--- src/rtl/mem_port_pkg.sv ---
// ---------------------------------------------------------------------------
// mem_port_pkg
// Shared types and helpers for the memory-port requester.
//   mem_req_t  : request as presented on the valid/ready side {we, addr, wdata}
//   mem_rsp_t  : read response held in the response FIFO {addr, data}
//   pipe_len() : number of tracking stages needed for a given memory latency
// The struct field widths follow MP_WIDTH / MP_ADDR_WIDTH. The requester
// defaults its WIDTH / ADDR_WIDTH parameters to these values.
// ---------------------------------------------------------------------------
package mem_port_pkg;

  localparam int MP_WIDTH      = 8;
  localparam int MP_ADDR_WIDTH = 3;

  typedef struct packed {
    logic                     we;
    logic [MP_ADDR_WIDTH-1:0] addr;
    logic [MP_WIDTH-1:0]      wdata;
  } mem_req_t;

  typedef struct packed {
    logic [MP_ADDR_WIDTH-1:0] addr;
    logic [MP_WIDTH-1:0]      data;
  } mem_rsp_t;

  // One extra stage covers the edge spent in the registered memory outputs.
  function automatic int pipe_len(input int latency);
    return latency + 1;
  endfunction

endpackage

--- src/rtl/mem_rsp_fifo.sv ---
// ---------------------------------------------------------------------------
// mem_rsp_fifo
// Synchronous first-word-fall-through FIFO of mem_rsp_t.
//   clk_i, rst_ni : clock, asynchronous active-low reset
//   push_i/data_i : write side (ignored when full unless a pop frees a slot)
//   pop_i/data_o  : read side, data_o shows the head entry while not empty
//   full_o, empty_o, count_o : occupancy status
// Pointers carry one wrap bit so full/empty need no separate counter.
// ---------------------------------------------------------------------------
module mem_rsp_fifo
  import mem_port_pkg::*;
#(
  parameter int DEPTH = 8
) (
  input  logic                   clk_i,
  input  logic                   rst_ni,
  input  logic                   push_i,
  input  mem_rsp_t               data_i,
  input  logic                   pop_i,
  output mem_rsp_t               data_o,
  output logic                   full_o,
  output logic                   empty_o,
  output logic [$clog2(DEPTH):0] count_o
);

  localparam int PW = $clog2(DEPTH);

  mem_rsp_t      store_q [DEPTH];
  logic [PW:0]   wr_ptr_q, wr_ptr_d;
  logic [PW:0]   rd_ptr_q, rd_ptr_d;
  logic          do_push, do_pop;

  assign empty_o = (wr_ptr_q == rd_ptr_q);
  assign full_o  = (wr_ptr_q[PW] != rd_ptr_q[PW]) &&
                   (wr_ptr_q[PW-1:0] == rd_ptr_q[PW-1:0]);
  assign count_o = wr_ptr_q - rd_ptr_q;

  assign do_pop  = pop_i & ~empty_o;
  assign do_push = push_i & (~full_o | do_pop);

  assign wr_ptr_d = do_push ? wr_ptr_q + 1'b1 : wr_ptr_q;
  assign rd_ptr_d = do_pop  ? rd_ptr_q + 1'b1 : rd_ptr_q;

  // Head is forced to zero when empty so the outputs read 0 in reset.
  assign data_o = empty_o ? '0 : store_q[rd_ptr_q[PW-1:0]];

  always_ff @(posedge clk_i or negedge rst_ni) begin
    if (!rst_ni) begin
      wr_ptr_q <= '0;
      rd_ptr_q <= '0;
    end else begin
      wr_ptr_q <= wr_ptr_d;
      rd_ptr_q <= rd_ptr_d;
    end
  end

  always_ff @(posedge clk_i) begin
    if (do_push) store_q[wr_ptr_q[PW-1:0]] <= data_i;
  end

endmodule

--- src/rtl/mem_port_requester.sv ---
// ---------------------------------------------------------------------------
// mem_port_requester
// Initiator for one port of a fixed-latency memory. Requests arrive on a
// valid/ready interface and are registered onto the memory port; read data
// is captured READ_LATENCY edges after the memory samples the read and is
// returned in order through a FWFT response FIFO tagged with its address.
//   i_clk, i_rst_n                   : clock, asynchronous active-low reset
//   i_req_* / o_req_ready            : request channel (we, addr, wdata)
//   o_rsp_* / i_rsp_ready            : read response channel (data, addr)
//   o_mem_en/we/addr/din, i_mem_dout : memory port
//   o_busy                           : any write/read in flight or FIFO non-empty
// Reads are admitted only with a free FIFO credit (in-flight + stored < depth)
// and never while a write to the same address is still committing.
// ---------------------------------------------------------------------------
module mem_port_requester
  import mem_port_pkg::*;
#(
  parameter int WIDTH         = MP_WIDTH,
  parameter int ADDR_WIDTH    = MP_ADDR_WIDTH,
  parameter int WRITE_LATENCY = 4,
  parameter int READ_LATENCY  = 5,
  parameter int RSP_DEPTH     = 8
) (
  input  logic                  i_clk,
  input  logic                  i_rst_n,
  input  logic                  i_req_valid,
  output logic                  o_req_ready,
  input  logic                  i_req_we,
  input  logic [ADDR_WIDTH-1:0] i_req_addr,
  input  logic [WIDTH-1:0]      i_req_wdata,
  output logic                  o_rsp_valid,
  input  logic                  i_rsp_ready,
  output logic [WIDTH-1:0]      o_rsp_data,
  output logic [ADDR_WIDTH-1:0] o_rsp_addr,
  output logic                  o_mem_en,
  output logic                  o_mem_we,
  output logic [ADDR_WIDTH-1:0] o_mem_addr,
  output logic [WIDTH-1:0]      o_mem_din,
  input  logic [WIDTH-1:0]      i_mem_dout,
  output logic                  o_busy
);

  localparam int RD_STAGES = pipe_len(READ_LATENCY);
  localparam int WR_STAGES = pipe_len(WRITE_LATENCY);
  localparam int CNT_W     = $clog2(RSP_DEPTH) + 1;
  localparam int SUM_W     = $clog2(RSP_DEPTH + RD_STAGES + 1) + 1;

  mem_req_t               req;
  mem_req_t               mem_q, mem_d;
  logic                   mem_en_q;
  logic [RD_STAGES-1:0]   rd_vld_q, rd_vld_d;
  logic [ADDR_WIDTH-1:0]  rd_addr_q [RD_STAGES];
  logic [WR_STAGES-1:0]   wr_vld_q, wr_vld_d;
  logic [ADDR_WIDTH-1:0]  wr_addr_q [WR_STAGES];

  logic                   accept, rsp_pop, raw_hit, rd_ok;
  logic [SUM_W-1:0]       credits_used;
  logic [CNT_W-1:0]       fifo_count;
  logic                   fifo_full, fifo_empty;
  mem_rsp_t               fifo_din, fifo_dout;

  assign req = '{we: i_req_we, addr: i_req_addr, wdata: i_req_wdata};

  assign rsp_pop = ~fifo_empty & i_rsp_ready;

  // Credits include the pop happening on this edge so a full set of credits
  // can be refilled in the same cycle a response leaves.
  always_comb begin
    raw_hit = 1'b0;
    for (int i = 0; i < WR_STAGES; i++) begin
      if (wr_vld_q[i] && (wr_addr_q[i] == i_req_addr)) raw_hit = 1'b1;
    end
    credits_used = SUM_W'(fifo_count);
    for (int i = 0; i < RD_STAGES; i++) begin
      credits_used = credits_used + SUM_W'(rd_vld_q[i]);
    end
    if (rsp_pop) credits_used = credits_used - SUM_W'(1);
  end

  assign rd_ok = (credits_used < SUM_W'(RSP_DEPTH)) && !raw_hit &&
                 !(fifo_full && !rsp_pop);

  assign o_req_ready = i_rst_n & (i_req_we | rd_ok);
  assign accept      = i_req_valid & o_req_ready;

  assign rd_vld_d = {rd_vld_q[RD_STAGES-2:0], accept & ~i_req_we};
  assign wr_vld_d = {wr_vld_q[WR_STAGES-2:0], accept &  i_req_we};
  assign mem_d    = accept ? req : mem_q;

  always_ff @(posedge i_clk or negedge i_rst_n) begin
    if (!i_rst_n) begin
      mem_en_q <= 1'b0;
      mem_q    <= '0;
      rd_vld_q <= '0;
      wr_vld_q <= '0;
      for (int i = 0; i < RD_STAGES; i++) rd_addr_q[i] <= '0;
      for (int i = 0; i < WR_STAGES; i++) wr_addr_q[i] <= '0;
    end else begin
      mem_en_q     <= accept;
      mem_q        <= mem_d;
      rd_vld_q     <= rd_vld_d;
      wr_vld_q     <= wr_vld_d;
      rd_addr_q[0] <= i_req_addr;
      wr_addr_q[0] <= i_req_addr;
      for (int i = 1; i < RD_STAGES; i++) rd_addr_q[i] <= rd_addr_q[i-1];
      for (int i = 1; i < WR_STAGES; i++) wr_addr_q[i] <= wr_addr_q[i-1];
    end
  end

  // The last read stage lines up with the edge where dout holds its data.
  assign fifo_din = '{addr: rd_addr_q[RD_STAGES-1], data: i_mem_dout};

  mem_rsp_fifo #(
    .DEPTH (RSP_DEPTH)
  ) u_rsp_fifo (
    .clk_i   (i_clk),
    .rst_ni  (i_rst_n),
    .push_i  (rd_vld_q[RD_STAGES-1]),
    .data_i  (fifo_din),
    .pop_i   (i_rsp_ready),
    .data_o  (fifo_dout),
    .full_o  (fifo_full),
    .empty_o (fifo_empty),
    .count_o (fifo_count)
  );

  assign o_mem_en    = mem_en_q;
  assign o_mem_we    = mem_q.we;
  assign o_mem_addr  = mem_q.addr;
  assign o_mem_din   = mem_q.wdata;
  assign o_rsp_valid = ~fifo_empty;
  assign o_rsp_data  = fifo_dout.data;
  assign o_rsp_addr  = fifo_dout.addr;
  assign o_busy      = (|rd_vld_q) | (|wr_vld_q) | ~fifo_empty;

endmodule

--- config.mk ---
export PLATFORM = sky130hd
export DESIGN_NAME = mem_port_requester
export DESIGN_NICKNAME = d
export VERILOG_FILES = /design/src/rtl/mem_port_pkg.sv /design/src/rtl/mem_rsp_fifo.sv /design/src/rtl/mem_port_requester.sv
export SDC_FILE = /design/constraint.sdc
export NUM_CORES = 1
export LEC_CHECK = 0
export BUFFER_PORTS_ARGS = -buffer_cell sky130_fd_sc_hd__buf_4
export CORE_AREA = 4 4 90 135
export CTS_BUF_LIST = sky130_fd_sc_hd__clkbuf_2
export DETAILED_ROUTE_END_ITERATION = 10
export DIE_AREA = 0 0 94 139
export PLACE_DENSITY_LB_ADDON = 0.25
export SYNTH_ARGS = -nofsm -noshare
export SYNTH_HDL_FRONTEND = slang
export SYNTH_SLANG_ARGS = --single-unit
--- constraint.sdc ---
create_clock -name i_clk -period 3.86 [get_ports i_clk]
set_input_delay 0.772 -clock i_clk [delete_from_list [all_inputs] [get_ports i_clk]]
set_output_delay 0.772 -clock i_clk [all_outputs]
set_load 0.01 [all_outputs]
Word-level counts from Yosys, hierarchy flattened
Memory sizes are Yosys's and may differ from the RTL's.
Index checks and enable logic that the tools add are counted.
{"block": "word_totals", "romBits": 0, "out_inout_bits": 27, "latchBits": 0, "memories": 1, "input_bits": 24, "regBits": 50, "ram_bits": 88, "elab_cells": 70}
{"memory": "u_rsp_fifo.store_q", "depth": 8, "word_bits": 11, "read_ports": 1, "rd_ports_with_merged_regs": 0, "wr": 1, "line_no": "mem_rsp_fifo.sv:28", "text": "mem_rsp_t store_q [DEPTH];"}
{"block": "op_classes", "mul": 0, "n_bitwise": 13, "add_sub_neg": 10, "div": 0, "n_lt_le_gt_ge": 1, "eq_ne": 8, "n_reduce_logical": 14, "n_mux": 9, "n_shift": 0}
{"cell": "adder 5 x 1 -> 5 bit", "n": 5}
{"cell": "== test 3 bit", "n": 6}
{"cell": "two-way mux 11 bit", "n": 1}
{"cell": "logical AND 1 bit", "n": 9}
{"cell": "adder 4 x 1 -> 4 bit, second input constant", "n": 2}
{"cell": "two-way mux 1 bit", "n": 7}
{"cell": "AND 1 bit", "n": 6}
{"cell": "OR reduction 6 bit", "n": 1}
{"cell": "adder 4 x 1 -> 5 bit", "n": 1}
{"cell": "< comparator 5 x 4 -> 1 bit, second input constant", "n": 1}
{"cell": "two-way mux 5 bit", "n": 1}
{"cell": "OR reduction 5 bit", "n": 1}
{"cell": "subtractor 5 x 1 -> 5 bit, second input constant", "n": 1}
{"cell": "== test 4 bit", "n": 1}
{"cell": "OR 1 bit", "n": 4}
{"cell": "subtractor 4 bit", "n": 1}
{"cell": "logical NOT 1 bit", "n": 3}
{"cell": "inverter 1 bit", "n": 3}
{"cell": "inequality test 1 bit", "n": 1}

Depth between registers and ports, before layout
{"block": "depth", "word_depth": 16, "depth_mapped": 13, "ltp_nobuf": 12}

Hierarchy
Synthesis repeated with hierarchy kept, for this count alone.
{"block": "unflattened", "cells_unflattened": 340, "area_unflattened_um2": 5708.0}
{"module": "mem_rsp_fifo", "n_inst": 1, "area_per_inst_um2": 3900.0, "cells_each": 212, "seq_area_each_um2": 2842.7}
{"module": "mem_port_requester", "n_inst": 1, "area_per_inst_um2": 1808.0, "cells_each": 128, "seq_area_each_um2": 1051.0}

Least setup slack after synthesis
OpenSTA, ideal clock, no wires.
{"block": "synth_path", "path_type": "register to output", "startpoint": "register rd_vld_q[0]", "endpoint": "output port o_req_ready", "required_ns": 3.088, "path_buffers": 1, "path_slack_ns": -0.331, "arrival_ns": 3.419, "stages_incl_launch_ff": 12, "path_cell_list": "dfrtp_1 -> fa_1 -> fa_1 -> fa_1 -> fa_1 -> xnor2_1 -> o2111ai_1 -> xnor2_1 -> xnor2_1 -> buf_6 -> nor2_4 -> o21a_1"}
{"block": "synth_via", "elab_chain_cells": 13}
{"element": "start, declared", "line_no": "mem_port_requester.sv:51", "text": "logic [RD_STAGES-1:0] rd_vld_q, rd_vld_d;"}
{"element": "start signal, assigned", "line_no": "mem_port_requester.sv:101", "text": "rd_vld_q <= rd_vld_d;"}
{"element": "adder 4 x 1 -> 5 bit (*)", "line_no": "mem_port_requester.sv:75", "text": "credits_used = credits_used + SUM_W'(rd_vld_q[i]);"}
{"element": "adder 5 x 1 -> 5 bit (*) (5 in a row)", "line_no": "mem_port_requester.sv:75"}
{"element": "subtractor 5 x 1 -> 5 bit", "line_no": "mem_port_requester.sv:77", "text": "if (rsp_pop) credits_used = credits_used - SUM_W'(1);"}
{"element": "two-way mux 5 bit (*)", "line_no": "mem_port_requester.sv:77"}
{"element": "< comparator 5 x 4 -> 1 bit (*)", "line_no": "mem_port_requester.sv:80", "text": "assign rd_ok = (credits_used < SUM_W'(RSP_DEPTH)) && !raw_hit &&"}
{"element": "logical AND 1 bit (*) (2 in a row)", "line_no": "mem_port_requester.sv:80"}
{"element": "OR 1 bit (*)", "line_no": "mem_port_requester.sv:83", "text": "assign o_req_ready = i_rst_n & (i_req_we | rd_ok);"}
{"element": "AND 1 bit (*)", "line_no": "mem_port_requester.sv:83"}
{"element": "end, declared", "line_no": "mem_port_requester.sv:27", "text": "output logic o_req_ready,"}
Every way passes the cells marked *; elsewhere a longest branch is shown, timed or not.

Worst setup path in the final report
Same ends and word-level chain as after synthesis.

==> results.md <==
* Critical path class: register to output port
* Crit. End Element: output port
* Setup TNS at -808.7 ps
* Synth unique cells at 38
* Placeable core region at approximately 11,000 um2
* Routability congestion estimate at 0.7373
* Final Slew Violations at 0
* Leak at 0.002634 uW
* Failing checks: negative setup slack
* Hold depth at 1
* CP cell instances: fa_1, fa_1, fa_2, fa_2, nor2_2, o2111ai_2, xnor2_2, xnor2_2, nor2_4, o21a_1, buf_6
* Final Util at 0.6263
* CTS H-tree depth at 4
* GRT Overall Usage at 0.1905
* Dpl cell area at approximately 6500 um2
* Post-Syn Nets at 422
* Syn avg cell area at 15.46 um2
* Clock root cell: clkbuf_2
* Slew headroom at 0.1905
* Iter 0 DRT Violations at a little over 100
* Post-synth top area share at 0.4452
* Detail Route Antenna Nets at 0
* Setup Skew at about 30 ps
* Area contributors post-synth: edfxtp_1 45%, dfrtp_1 21%, mux4_2 8.3%, xnor2_1 3.4%, nand2_1 3.4%
* Area leader, netlist: edfxtp_1
* Power, Total at between 5000 and 6000 uW
* N_diodes at 0
* Die width at 94 um
* Tmin final at 4669 ps
* Status: complete, but fails checks
* Yosys warning count at 0
* Vias in the first global route at between 3,000 and 4,000
* Antenna violations before repair at 0
* FP Rows at 47
* Crit path required time at approximately 3100 ps
* Largest fanout on the critical path at 2
* Power Density at about 850 nW/um2
* CTS max path bufs at 2
* HPWL after DPL at between 7000 and 8000 um
* Pre-CTS WS at -163.2 ps
* RSZ-0062 raised after global routing: yes
* WL final at 11,400 um
* Post-route clock period utilization at 1.210
* Worst-path clk slew at around 180 ps
* Clock Sinks at between 100 and 150
* Number of iterations in the first detailed-routing pass at 4
* Layout cell share with drive strength beyond 1 at 0.3155
* Worst-Skew Late Latency at about 690 ps
* Worst Hold Class: input port to register
* CP peak stage delay at between 500 and 600 ps
* Sequential fraction of the synthesis area at 0.6560
* Post-synthesis cell count at 384
* Final worst slack at -808.7 ps
* CTS tree: done
* Reg2reg path depth at 11
* Vias/cell at around 5.6
* Port bufs at 50
* Yosys reg bits at between 100 and 150
* WP depth at 11
* Commonest non-fill, non-tap cell in the layout: edfxtp_1
* Finished Cell Area at approximately 6900 um2
* Delay-heaviest family, CP: adder cells
* Crit path max-delay cell type: fa_1
* Critical Path AT at 3900 ps
* Final Hold Viols at 0
* Area grow syn2layout at 15.41%
* Fmax at between 200 and 250 MHz
* DR WL/cell at 18.60 um
* DRC at 0
* Initial Util at 0.5427
* Routed vias at between 3,000 and 4,000
* First-pass GRT wire length at approximately 19,000 um
* Largest net degree at the start of global routing at 30
* Most frequent cells in the layout: 88 x edfxtp_1, 69 x buf_4, 53 x nand2_1
* Die area at roughly 13,000 um2
* Grt total ovfl at 0
* CTS Buf Count at 17
* Final net count at just under 500
* Worst slew pin tran at 1210 ps
* Maximum VDD drop at 1575 uV
* Die Y at about 140 um
* # setup viols final at 1
* Top Ports at 51
* Max-cap violation count at 0
* Worst path bufs/invs at 1
* Area of the mapped netlist at 5936 um2
* Setup crit start kind: register
## layer usage
layer  GRT usage  share of wire  up-vias
li1            -              -     1582
met3     0.05700          0.046       18
met4     0.06697          0.015        0
met1      0.2177           0.38     1753
met5           0              0        -
met2      0.3343           0.56       91
## cell usage after synthesis
| cell type | instances |
|---|---|
| nor4_1 | 1 |
| a21oi_1 | 13 |
| nor4b_1 | 1 |
| nand3_1 | 6 |
| nor2_4 | 1 |
| fa_1 | 5 |
| o21a_1 | 2 |
| nand3b_1 | 1 |
| a21o_1 | 2 |
| nor4_2 | 1 |
| nand2_1 | 53 |
| dfrtp_1 | 50 |
| a221oi_2 | 11 |
| xor2_2 | 1 |
| xnor2_1 | 23 |
| nand2b_1 | 1 |
| or3b_1 | 1 |
| inv_2 | 1 |
| buf_12 | 1 |
| clkbuf_1 | 12 |
| and3_1 | 12 |
| nor3_1 | 2 |
| buf_6 | 2 |
| and2_1 | 1 |
| mux4_2 | 22 |
| o2111ai_1 | 1 |
| a211o_4 | 1 |
| buf_2 | 5 |
| o311ai_1 | 11 |
| nand4_1 | 7 |
| ha_1 | 9 |
| mux2_1 | 2 |
| nor2b_1 | 11 |
| nor2_1 | 12 |
| inv_1 | 8 |
| buf_4 | 1 |
| edfxtp_1 | 88 |
| xor2_1 | 2 |
## cells by family after synthesis
group / synth area share
AOI/OAI and AO/OA: 0.06450
buffers and inverters: 0.02593
adders and majority gates: 0.03584
muxes: 0.08727
DFF: 0.6560
xor gates and xnor gates: 0.03963
and+or+nand+nor: 0.09085
## area by class of cell
cell class / instances / area (um2)
Clock buffer: 21 / 105.1
Clock inverter: 11 / 170.2
Fill cell: 871 / 4088
Inverter: 9 / 33.78
Multi-Input combinational cell: 216 / 1924
Sequential cell: 138 / 3894
Tap cell: 147 / 183.9
Timing Repair Buffer: 71 / 539.3
## power breakdown
group | internal [uW] | switching (uW)
Clock | 437 | 498
Sequential | 1780 | 146
Combinational | 1350 | 1580
## flip-flops by register name (all words and copies together) (netlist names)
name / flops
wr_addr_q: 15
u_rsp_fifo.wr_ptr_q: 4
rd_vld_q: 6
u_rsp_fifo.store_q: 88
o_mem_din: 8
fifo_din: 3
o_mem_addr: 3
wr_vld_q: 5
o_mem_we: 1
o_mem_en: 1
u_rsp_fifo.rd_ptr_q: 4
## repair_timing
| action | 4_1_cts | 5_1_grt |
|---|---|---|
| cloned | 0 | 0 |
| pin swaps | 4 | 1 |
| resized for setup | 5 | 0 |
| setup buffers | 0 | 0 |
| hold endpoints to repair | 25 | 0 |
| endpoints found under the setup margin | 1 | 1 |
| hold buffers | 1 | 0 |
## worst paths after layout
| kind | startpoint | endpoint | slack [ps] |
|---|---|---|---|
| setup reg to reg | rd_vld_q[0]$_DFF_PN0_ | o_mem_we$_DFFE_PN0P_ | 300 |
| max in group asynchronous | i_rst_n | wr_addr_q[0]$_DFF_PN0_ | 2650 |
| min in group asynchronous | i_rst_n | o_mem_din[4]$_DFFE_PN0P_ | 530 |
| setup / recovery | rd_vld_q[0]$_DFF_PN0_ | o_req_ready | -810 |
| hold reg to reg | wr_addr_q[8]$_DFF_PN0_ | wr_addr_q[5]$_DFF_PN0_ | 410 |
| hold / removal | i_req_addr[2] | wr_addr_q[14]$_DFF_PN0_ | 270 |
## metrics by stage
stage / hold WS (ps) / std cells
2_1_floorplan: 372.7 / 384
3_3_place_gp: 375.1 / 580
3_5_place_dp: 380.1 / 580
4_1_cts: 204.8 / 613
5_1_grt: 170.3 / 613
6_report: 271.7 / 613
Note: power is estimated with default switching activity, not from simulation.
